<file path="config.mk">
export PLATFORM = sky130hd
export DESIGN_NAME = shift_exec_stage
export DESIGN_NICKNAME = d
export VERILOG_FILES = /design/src/rtl/shift_exec_stage.sv
export SDC_FILE = /design/constraint.sdc
export NUM_CORES = 1
export LEC_CHECK = 0
export ABC_CLOCK_PERIOD_IN_PS = 3700
export CORE_MARGIN = 8
export CORE_UTILIZATION = 52
export CTS_BUF_LIST = sky130_fd_sc_hd__clkbuf_16
export CTS_CLUSTER_SIZE = 12
export DETAILED_ROUTE_END_ITERATION = 10
export PLACE_DENSITY = 0.78
export SETUP_SLACK_MARGIN = 0.2
export SLEW_MARGIN = 20
export SYNTH_ARGS = -nofsm -noshare
export SYNTH_HDL_FRONTEND = slang
export SYNTH_SLANG_ARGS = --single-unit
</file>
<file path="constraint.sdc">
create_clock -name Clock -period 3.7 [get_ports Clock]
set_clock_uncertainty 0.1 [all_clocks]
set_input_delay 0.74 -clock Clock [delete_from_list [all_inputs] [get_ports Clock]]
set_output_delay 0.74 -clock Clock [all_outputs]
set_load 0.1 [all_outputs]
</file>
<file path="src/rtl/shift_exec_stage.sv">
// rtl/shift_exec_stage.sv - execute-stage shift unit with registered output and skid buffer
//
// Purpose:
//   Computes SLL/SRL/SRA/ROR on a WIDTH-bit operand and returns the result,
//   destination tag and Zero/Neg/Carry flags one cycle after acceptance.
//   A main register drives the outputs. A second (skid) register catches one
//   op that arrives while the main register is stalled. Order is strictly FIFO.
//
// Ports:
//   Clock, Reset      rising-edge clock, synchronous active-high reset
//   Flush             drop every held op and any same-cycle input
//   InValid/InReady   upstream handshake; InReady = skid register empty
//   Op, A, Shamt, Rd  op code (00 SLL, 01 SRL, 10 SRA, 11 ROR), operand, amount, tag
//   OutValid/OutReady downstream handshake to writeback
//   Result, OutRd     shifted value and its destination tag
//   Zero, Neg, Carry  Result==0, Result MSB, last bit shifted out

module shift_exec_stage #(
  parameter int WIDTH = 16,
  parameter int SHW   = 4,
  parameter int RDW   = 3
) (
  input  logic             Clock,
  input  logic             Reset,
  input  logic             Flush,
  input  logic             InValid,
  output logic             InReady,
  input  logic [1:0]       Op,
  input  logic [WIDTH-1:0] A,
  input  logic [SHW-1:0]   Shamt,
  input  logic [RDW-1:0]   Rd,
  output logic             OutValid,
  input  logic             OutReady,
  output logic [WIDTH-1:0] Result,
  output logic [RDW-1:0]   OutRd,
  output logic             Zero,
  output logic             Neg,
  output logic             Carry
);

  // Packed entry layout: {result, rd, zero, neg, carry}
  localparam int PW = WIDTH + RDW + 3;

  logic [1:0] op_sll;
  logic [1:0] op_srl;
  logic [1:0] op_sra;
  assign op_sll = 2'b00;
  assign op_srl = 2'b01;
  assign op_sra = 2'b10;

  logic [WIDTH-1:0] calc_res;
  logic             calc_carry;
  logic [SHW-1:0]   s_left;
  logic [SHW-1:0]   s_m1;
  logic [PW-1:0]    calc_entry;

  // Shift datapath. WIDTH is a power of two (2**SHW), so the negated
  // amount wraps to WIDTH-s, the bit index that SLL shifts out last.
  always_comb begin
    s_left     = -Shamt;
    s_m1       = Shamt - SHW'(1);
    calc_res   = A;
    calc_carry = 1'b0;
    if (Op == op_sll) begin
      calc_res   = A << Shamt;
      calc_carry = A[s_left];
    end else if (Op == op_srl) begin
      calc_res   = A >> Shamt;
      calc_carry = A[s_m1];
    end else if (Op == op_sra) begin
      calc_res   = $signed(A) >>> Shamt;
      calc_carry = A[s_m1];
    end else begin
      calc_res   = WIDTH'({A, A} >> Shamt);
      calc_carry = A[s_m1];
    end
    // A zero amount shifts nothing out; the indices above would alias.
    if (Shamt == '0) begin
      calc_carry = 1'b0;
    end
    calc_entry = {calc_res, Rd, (calc_res == '0), calc_res[WIDTH-1], calc_carry};
  end

  logic          main_valid_q, main_valid_d;
  logic [PW-1:0] main_q, main_d;
  logic          skid_valid_q, skid_valid_d;
  logic [PW-1:0] skid_q, skid_d;
  logic          accept;
  logic          main_free;

  assign InReady   = !skid_valid_q;
  assign accept    = InValid && InReady;
  assign main_free = !main_valid_q || OutReady;

  always_comb begin
    main_valid_d = main_valid_q;
    main_d       = main_q;
    skid_valid_d = skid_valid_q;
    skid_d       = skid_q;
    if (Flush) begin
      main_valid_d = 1'b0;
      main_d       = '0;
      skid_valid_d = 1'b0;
      skid_d       = '0;
    end else if (main_free) begin
      // A full skid implies InReady=0, so no new op competes with it here.
      if (skid_valid_q) begin
        main_valid_d = 1'b1;
        main_d       = skid_q;
        skid_valid_d = 1'b0;
        skid_d       = '0;
      end else if (accept) begin
        main_valid_d = 1'b1;
        main_d       = calc_entry;
      end else begin
        main_valid_d = 1'b0;
      end
    end else if (accept) begin
      skid_valid_d = 1'b1;
      skid_d       = calc_entry;
    end
  end

  always_ff @(posedge Clock) begin
    if (Reset) begin
      main_valid_q <= 1'b0;
      main_q       <= '0;
      skid_valid_q <= 1'b0;
      skid_q       <= '0;
    end else begin
      main_valid_q <= main_valid_d;
      main_q       <= main_d;
      skid_valid_q <= skid_valid_d;
      skid_q       <= skid_d;
    end
  end

  assign OutValid = main_valid_q;
  assign {Result, OutRd, Zero, Neg, Carry} = main_q;

endmodule

</file>
# Word level (Yosys, flattened, before mapping)
# Cells that the tools add are included.
# totals
wordCells,43
reg_bits,46
inputBits,30
output_inout_bits,24
# classes
n_lt_le_gt_ge,2
n_mux,15
n_shift,4
eq_ne,3
n_reduce_logical,13
n_addsub,2
# ops
op,n
$mux 22,4
$mux 16,3
$shr 32x4->16,1
$logic_not 16->1,1
$shl 16x4->16,1
$shr 16x4->16,1
$sshr 16x4->16,1
$lt 4x5->1 const B,2
$bmux 1 s4,2
$mux 1,6
$logic_not 4->1,1
$neg 4->4,1
$reduce_and 2->1,2
$reduce_bool 2->1,2
$sub 4x1->4 const B,1
$reduce_or 3->1,1
$eq 2x1->1 const B,1
$eq 2x2->1 const B,1
$logic_not 1->1,2
$logic_not 2->1,1
$ne 2x2->1 const B,1
$reduce_or 2->1,1
$logic_and 1x1->1,1
$logic_or 1x1->1,1

# Longest topological paths before layout
# Gate-level depths: netlist (run 1).
# depth
ltp_word,7
depth_mapped,12
ltp_nobuf,9

# Least setup slack after synthesis (run 1)
# No wires, ideal clock.
# synth_path
path_kind,input to register
startpoint,input port Shamt[0]
endpoint,register skid_q[0]
slack_ns,0.169
t_arrival_ns,3.304
cell_stages,12
cell_sequence,inv_1 -> buf_2 -> buf_1 -> ha_1 -> buf_1 -> mux4_2 -> mux4_2 -> nor2_1 -> a211o_1 -> nor2_1 -> a21oi_1 -> nor2_1
# synth_via
elab_chain_len,7
# synth_lines
item,line,text
"start, declared",30,"input logic [SHW-1:0] Shamt,"
$sub 4x1->4 / $neg 4->4 (equally long branches),"61, 60",
"$bmux 1 s4, on equally long branches",--,
"$mux 1, on equally long branches",--,
$mux 1,64,if (Op == op_sll) begin
$mux 1 (*),78,if (Shamt == '0) begin
$mux 22 (*),118,end else if (accept) begin
$mux 22 (*),105,end else if (main_free) begin
"end signal, assigned",134,skid_q <= skid_d;
"end, declared",87,"logic [PW-1:0] skid_q, skid_d;"
# Mark *: on every way between the ends. The rest lies on a longest branch, timed or not. The select of a mux whose other input is x is not followed.
# A chain may end at the register's enable or synchronous reset.

# Final worst setup path (run 1)
# layout_path
startpoint,input port A[14]
endpoint,register main_q[2]
# layout_via
elab_chain_len,7
# layout_lines
item,line,text
"start, declared",29,"input logic [WIDTH-1:0] A,"
$shr 32x4->16 / $sshr 16x4->16 (equally long branches),"74, 71",
$mux 16,70,end else if (Op == op_sra) begin
$mux 16,67,end else if (Op == op_srl) begin
$mux 16 (*),64,
$logic_not 16->1 (*),81,"calc_entry = {calc_res, Rd, (calc_res == '0), calc_res[WIDTH-1], calc_carry};"
$mux 22 (*),112,end else if (accept) begin
$mux 22 (*),107,if (skid_valid_q) begin
"end signal, assigned",132,main_q <= main_d;
"end, declared",85,"logic [PW-1:0] main_q, main_d;"
# Marks and branches as above.

==> impl_summary.md, run 1 <==
STA
Setup violations remaining at the end of the flow were counted as 0. The slew at the pin closest to its max-slew limit is around 1.0 ns. The final number of max-transition violations is 0. The post-route worst setup slack is 0.350 ns. Setup repair after global routing left no endpoint under its margin. Of the available clock period, the critical path in the final layout requires between 90% and 100%. Counting I/O delays and the setup requirement, the final critical path takes approximately 3.3 ns.

Static timing analysis puts the maximum clock frequency at between 200 and 300 MHz. The max-slew headroom at the worst pin is 29.9%. The count of endpoints failing hold in the final timing report is 0.

Power
The switching power is just over 600 µW. Summed over all cells, the static leakage comes to just over 0.002 µW. The share of power burned in the clock network is ~27%. In this run switching power makes up 37.7% of total power.

The cell-internal power is 1010 µW. The sequential share of power is a little over 30%. The combinational group share of total power is a little over two fifths. The largest voltage drop on the vdd net is roughly 240 µV.

Dividing total power by cell area gives a power density of about 300 mW/mm².

Run status
The run finished with clean final reports.

Worst setup path
The worst setup path is launched from a primary input. The critical path data arrival time is around 3.5 ns. The setup path with the least slack is of type primary input to flip-flop. The worst setup path is captured at a flip-flop. The slack of the worst reg-to-reg path is 1.79 ns. At the worst endpoint, the required time is between 3 and 4 ns. In this run the worst path has a maximum fanout of 11.

Routing
The number of DRC violations after detailed routing is 0. After detailed routing, the average wire length per cell comes to 24.5 µm. Detailed routing inserted a total of 4,970 vias. The first detailed-routing pass took 6 iterations. The number of antenna-violating nets in the routed design is 0. The aggregate routed wire length is roughly 17,000 µm. Using the TritonRoute via totals, the vias-per-cell ratio works out to 7.03.

For this block, the initial DRC count from the detailed router was 672.

Logic synthesis
The share of synthesized area occupied by flip-flops and latches is around a fifth. Synthesis produced a netlist whose cell count is about 550. The mean area per synthesized cell is around 8.2 µm². The register bit count reported by yosys is 44. The synthesized netlist occupies a cell area of approximately 0.0045 mm². The number of distinct library cells after synthesis is 67. For this run, the number of Yosys warnings is 0. The biggest area consumer among synthesized cells is sky130_fd_sc_hd__dfxtp_1. The number of flops mapped to enable cells by yosys is 0. The area share of the largest cell type after synthesis is between 10% and 20%. Of all flip-flops after synthesis, the portion carrying an async set or reset was 0%. The net count after synthesis is 578. Among all flip-flop cells after synthesis, the most frequent one is sky130_fd_sc_hd__dfxtp_1. In the post-synthesis netlist, the biggest area contributors are sky130_fd_sc_hd__dfxtp_1 20%, sky130_fd_sc_hd__mux4_2 11%, sky130_fd_sc_hd__mux2i_1 9.2%.

Clock tree
The clock sink count is 44. The clock passes through at most 2 buffers. The number of buffers inserted for hold repair after clock tree synthesis is 0. The clock tree synthesis step divided the H-tree into 2 levels. The worst-skew pair later-pin latency is approximately 0.28 ns. The number of buffers inserted by post-CTS setup repair is 0. The root buffer selected by CTS is sky130_fd_sc_hd__clkbuf_16. Buffers inserted during clock tree synthesis total 5. After clock tree synthesis, the clock-pin slew on the worst setup and hold paths is approximately 0.06 ns.

The TritonCTS clock tree is yes.

Placement
Port buffering added between 50 and 60 buffers. At the end of routability-driven placement, the weighted congestion stood at just over 1. The worst slack at placement is -0.0132 ns. Detailed placement ended at an HPWL of 13,100 µm. In this run the cell area measured after placement is 0.00528 mm². The post-placement cell count is around 700.

Global routing
The global router's overall resource usage is just under 30%. Entering global routing, the biggest net connects between 40 and 50 pins. The number of antenna violations at the first check in global routing is 0. The number of global-route vias before repair is around 4,700. After global routing the overflow that remains totals 0. The first-pass GRT wire length is about 27,000 µm.

Floorplan
The initial utilization of the core area, before any placement, comes to 52.5%. The die boundary height is approximately 110 µm. The die width is about 110 µm. The count of pins on the block boundary is 54.

The initialized floorplan defines 34 standard-cell rows. The placeable core region is 0.00851 mm². The die covers ~0.012 mm².

Cells and area
Measured on the finished design, the core utilization comes to 63.9%. The number of filler instances in the final layout is around 750. For this run, the post-layout net count is ~630.

0 antenna diodes ended up in the layout. The fraction of final layout cells with drive strength greater than 1 is approximately a fifth. Summing all multi-input logic gate instances after layout gives 0.00328 mm². From synthesis to final layout, the design area changed by 21.6%. The count of placed standard cells in the final layout, fillers left out is slightly above 700.

The sequential cell area is 881 µm². After routing the design area is ~0.0054 mm².

Hold path
The path class of the tightest hold or removal check is flip-flop to flip-flop.

Run
The max-capacitance violation count is 0.
==> metal layers <==
| layer | GRT usage [%] | wire length (µm) | share of wire, % |
|---|---|---|---|
| met1 | 39.1 | 6840 | 40 |
| met2 | 44.2 | 7610 | 44 |
| met3 | 7.15 | 2100 | 12 |
| met4 | 13.0 | 757 | 4.4 |
| met5 | 0 | 0 | 0 |
==> worst max-delay path, stage by stage <==
cell and delay (ns):
sky130_fd_sc_hd__clkdlybuf4s50_1 0.62, sky130_fd_sc_hd__mux2_2 0.39, sky130_fd_sc_hd__o2bb2ai_1 0.23, sky130_fd_sc_hd__nor3_1 0.08
sky130_fd_sc_hd__a221oi_1 0.39, sky130_fd_sc_hd__buf_4 0.20, sky130_fd_sc_hd__a21oi_1 0.06, sky130_fd_sc_hd__buf_4 0.15
sky130_fd_sc_hd__nor4_2 0.26, sky130_fd_sc_hd__nand3_1 0.15, sky130_fd_sc_hd__o21ai_1 0.18
==> metrics by stage <==
step	TNS, ns	hold slack (ns)	power [µW]
2_1_floorplan	0	0.337	941
3_3_place_gp	0	0.340	1160
3_5_place_dp	-0.0132	0.350	1160
4_1_cts	0	0.359	1600
5_1_grt	0	0.382	1670
6_report	0	0.353	1620
==> power by group through the flow <==
| stage | logic [µW] | registers (µW) | clock network, µW |
|---|---|---|---|
| 2_1_floorplan | 369 | 571 | 0 |
| 3_3_place_gp | 662 | 501 | 0 |
| 3_5_place_dp | 664 | 501 | 0 |
| 4_1_cts | 667 | 491 | 441 |
| 5_1_grt | 719 | 492 | 460 |
| 6_report | 685 | 491 | 440 |
==> registers in the layout, summed over array words and instances (netlist names) <==
| name | flops |
|---|---|
| main_q | 21 |
| OutValid | 1 |
| skid_valid_q | 1 |
| skid_q | 21 |
==> synth_stat cells, types with 7 or more instances <==
| library cell | n |
|---|---|
| sky130_fd_sc_hd__nand3_1 | 17 |
| sky130_fd_sc_hd__a211o_1 | 7 |
| sky130_fd_sc_hd__o211ai_1 | 13 |
| sky130_fd_sc_hd__nand2b_1 | 12 |
| sky130_fd_sc_hd__mux4_2 | 21 |
| sky130_fd_sc_hd__dfxtp_1 | 44 |
| sky130_fd_sc_hd__nor3_1 | 12 |
| sky130_fd_sc_hd__nor2_1 | 58 |
| sky130_fd_sc_hd__a22oi_1 | 20 |
| sky130_fd_sc_hd__a211oi_1 | 13 |
| sky130_fd_sc_hd__clkbuf_1 | 42 |
| sky130_fd_sc_hd__a21oi_1 | 29 |
| sky130_fd_sc_hd__nand2_1 | 44 |
| sky130_fd_sc_hd__mux2_2 | 18 |
| sky130_fd_sc_hd__buf_2 | 11 |
| sky130_fd_sc_hd__mux2i_1 | 41 |
| sky130_fd_sc_hd__o21ai_0 | 20 |
| sky130_fd_sc_hd__nor2b_1 | 8 |
==> kinds of logic (layout without fill, tap and decap cells) <==
kind of cell               after synthesis  after routing  share of synthesized area [%]
and+or+nand+nor                        183            183                           19.7
AOI/OAI and AO/OA                      160            160                           25.1
muxes                                   86             86                           27.6
buffers and inverters                   71            123                           7.20
DFF                                     44             44                           19.7
xor gates and xnor gates                 2              2                          0.392
adders and majority gates                1              1                          0.280
==> placed cells by master (no fill, tap or decap), drive strengths merged, types with 4 or more instances in the layout <==
cell type	count
dfxtp	44
a211oi	13
mux4	26
a21oi	29
nand3	18
nand2b	12
a211o	7
o211ai	13
a22oi	20
a31oi	6
mux2i	41
clkdlybuf4s50	49
nor3	12
buf	59
a221oi	4
nor2b	8
clkinv	4
o21ai	24
mux2	19
nor2	58
clkbuf	6
nand4	5
and2	4
o221ai	4
or2	6
inv	5
nand2	44
==> path summary, 6_finish.rpt <==
check	start	endpoint	depth (start not counted)
worst min register to register	main_q[7]$_SDFFE_PP0P_	main_q[7]$_SDFFE_PP0P_	2
worst max-delay path	A[14]	main_q[2]$_SDFFE_PP0P_	11
worst min-delay path	main_q[7]$_SDFFE_PP0P_	main_q[7]$_SDFFE_PP0P_	2
worst max register to register	OutValid$_SDFFE_PP0P_	skid_q[1]$_SDFFE_PP0P_	7
==> repair_timing <==
item | CTS | global route
endpoints found under the setup margin | 0 | 2
gates resized for setup | 0 | 2
hold endpoints to repair | 0 | 0
==> final cells by class <==
class | count | area share [%]
clock inverters | 3 | 0.345
repair buffers | 109 | 17.9
inverters | 6 | 0.415
multi-input cells | 432 | 60.3
flip-flops and latches | 44 | 16.2
clock buffers | 5 | 2.30
well taps | 108 | 2.49
(Power assumes the default switching activity.)
==> run 2: changes to the inputs <==
--- a/config.mk
+++ b/config.mk
@@ -6,7 +6,7 @@
 export NUM_CORES = 1
 export LEC_CHECK = 0
 export ABC_CLOCK_PERIOD_IN_PS = 3700
-export CORE_MARGIN = 8
+export CORE_MARGIN = 2
 export CORE_UTILIZATION = 52
 export CTS_BUF_LIST = sky130_fd_sc_hd__clkbuf_16
 export CTS_CLUSTER_SIZE = 12
==> impl_summary.md, run 2 (synthesized netlist as in run 1, its figures left out) <==
Run status
The flow ran to the end, and the final reports show no timing, DRC or antenna violations.

Floorplan
During I/O placement, the number of pins put on the boundary was 54. The effective utilization at floorplan is 54.1%. The number of placement rows is 33. The die covers 0.00935 mm². The die boundary height is approximately 97 µm.

The die width is around 97 µm. The placeable core region is 0.00826 mm².

Placement
At the end of routability-driven placement, the weighted congestion stood at ~1. The post-placement cell count is approximately 700. The placed wire-length estimate is between 10,000 and 15,000 µm. The count of buffers added on input and output ports is 53.

Cells and area
The fraction of final layout cells with drive strength greater than 1 is between 20% and 30%. 0 antenna diodes ended up in the layout. The largest registers in the layout are main_q (21), skid_q (21). The count of placed standard cells in the final layout, fillers left out is a little over 700. The library cell used most frequently in the layout, excluding fill and tap cells, is sky130_fd_sc_hd__nor2_1. The area added between synthesis and finish is 21.8%.

The top cell types in the final layout, fill and taps aside, are 58 x sky130_fd_sc_hd__nor2_1, 55 x sky130_fd_sc_hd__buf_4, 49 x sky130_fd_sc_hd__clkdlybuf4s50_1. The total number of nets in the final design is about 630.

Global routing
The total overflow left after global routing is 0. The largest net degree at the start of global routing is 44. For this run, the total global-route usage over all layers was measured as around a third. The number of antenna violations at the first check in global routing is 0.

The first-pass GRT wire length is between 20,000 and 30,000 µm. The number of global-route vias before repair was around 4,600.

Clock tree
The worst-skew pair later-pin latency is around 0.29 ns. TritonCTS created 5 clock buffers. In this run the clock root is driven by a sky130_fd_sc_hd__clkbuf_16.

The number of buffers inserted for hold repair after clock tree synthesis is 0. For this design, the sink count on the clock tree is 44. TritonCTS built the clock tree. The clock passes through at most 2 buffers. The H-tree generated during clock tree synthesis spans 2 levels.

The number of buffers inserted by post-CTS setup repair is 0. After clock tree synthesis, the clock-pin slew on the worst setup and hold paths is ~0.07 ns.

STA
The count of endpoints failing hold in the final timing report is 0. In this run the tightest slew margin relative to its limit is approximately a third. The number of setup violations in the final report is 0.

The slew at the pin closest to its max-slew limit is 0.994 ns. The final number of max-transition violations was 0. The clock period could shrink to between 3 and 4 ns.

The maximum clock frequency is roughly 290 MHz. The final period utilization is between 90% and 100%. Setup repair after global routing left no endpoint under its margin.

Routing
The mean routed wirelength per cell is 23.2 µm. For this run, design rule violations remaining after detail routing come to 0. The number of optimization iterations in the first detailed-route pass is 7.

In the routed layout, each cell is associated on average with a via count of 7.00. The detailed router placed roughly 4,900 vias in this run. Once detail routing completed, the nets flagged for antenna violations numbered 0. The aggregate routed wire length is roughly 16,000 µm.

The initial DRC count is 717.

Power
Summing internal, switching and leakage power gives about 1700 µW. The largest voltage drop on the vdd net is 215 µV. Power spread over the standard cell area amounts to slightly above 300 mW/mm². The leakage power is just over 0.002 µW.

Worst setup path
The startpoint-to-endpoint class of the critical path is primary input to flip-flop. STA classifies the critical path endpoint as a flip-flop. The critical path data arrival time is roughly 3.5 ns. The required time of the critical path is around 3.7 ns.

The worst register-to-register path has a setup slack of between 1 and 1.5 ns. The worst setup path is launched from a primary input. Along the worst path, the maximum fanout reaches 7.

Run
The max-capacitance violation count is 0.

Hold path
The worst hold path belongs to the class flip-flop to flip-flop.
## run 2: changes by cell type in the layout (fill, tap and decap cells not counted), sizes merged
cell,delta
buf,+1
clkbuf,-1
clkinvlp,+1
clkinv,-3
inv,+1
bufinv,+1
## run 2: worst max-delay path: stages
cell                              delay (ns)
sky130_fd_sc_hd__clkdlybuf4s50_1        0.64
sky130_fd_sc_hd__buf_4                  0.27
sky130_fd_sc_hd__mux2_2                 0.27
sky130_fd_sc_hd__o2bb2ai_1              0.33
sky130_fd_sc_hd__nor3_1                 0.11
sky130_fd_sc_hd__a2111oi_1              0.61
sky130_fd_sc_hd__a211o_1                0.25
sky130_fd_sc_hd__o211ai_1               0.10
sky130_fd_sc_hd__o21ai_0                0.11
sky130_fd_sc_hd__nor2_1                 0.07
## run 2: stage by stage
stage                     utilization [%]  cell area [µm²]  TNS, ns  setup WS, ns  hold WS, ns
after global routing                 65.9             5440        0         0.238        0.374
final                                65.9             5440        0         0.249        0.355
after detailed placement             63.7             5260   -0.407        -0.160        0.347
after global placement               63.7             5260   -0.527        -0.157        0.341
after floorplan                         -             4470        0         0.337        0.337
after CTS                            65.8             5440        0         0.310        0.356
## run 2: per-layer routing
metal  wire, µm  part of all wire, %  GRT usage, %  vias up
met2       7140                   44          52.6      334
li1           -                    -             -     2196
met5          0                    0             0        -
met4        833                  5.1          12.4        0
met3       1890                   12          8.09       72
met1       6490                   40          47.7     2325
## run 2: final timing paths
| path | start | endpoint | depth (start not counted) |
|---|---|---|---|
| worst max register to register | skid_valid_q$_SDFFE_PP0P_ | skid_q[8]$_SDFFE_PP0P_ | 6 |
| worst max-delay path | A[14] | main_q[16]$_SDFFE_PP0P_ | 10 |
| worst min register to register | main_q[9]$_SDFFE_PP0P_ | main_q[9]$_SDFFE_PP0P_ | 2 |
| worst min-delay path | main_q[9]$_SDFFE_PP0P_ | main_q[9]$_SDFFE_PP0P_ | 2 |
## run 2: report_power, final
part | leakage, µW | internal, µW | switching, µW | total, µW
combinational | 0.00160 | 268 | 405 | 673
sequential | 0.000356 | 485 | 6.31 | 491
clock | 0.0000804 | 321 | 194 | 515
## run 2: layout make-up
type / count / area, µm²
Clock buffer: 5 / 125
Clock inverter: 3 / 46.3
Fill cell: 689 / 2820
Inverter: 6 / 22.5
Multi-Input combinational cell: 432 / 3270
Sequential cell: 44 / 881
Tap cell: 105 / 131
Timing Repair Buffer: 109 / 958
## run 2: timing repair
action,4_1_cts,5_1_grt
gates resized for setup,1,0
endpoints found under the hold margin,0,0
setup endpoints to repair,2,0
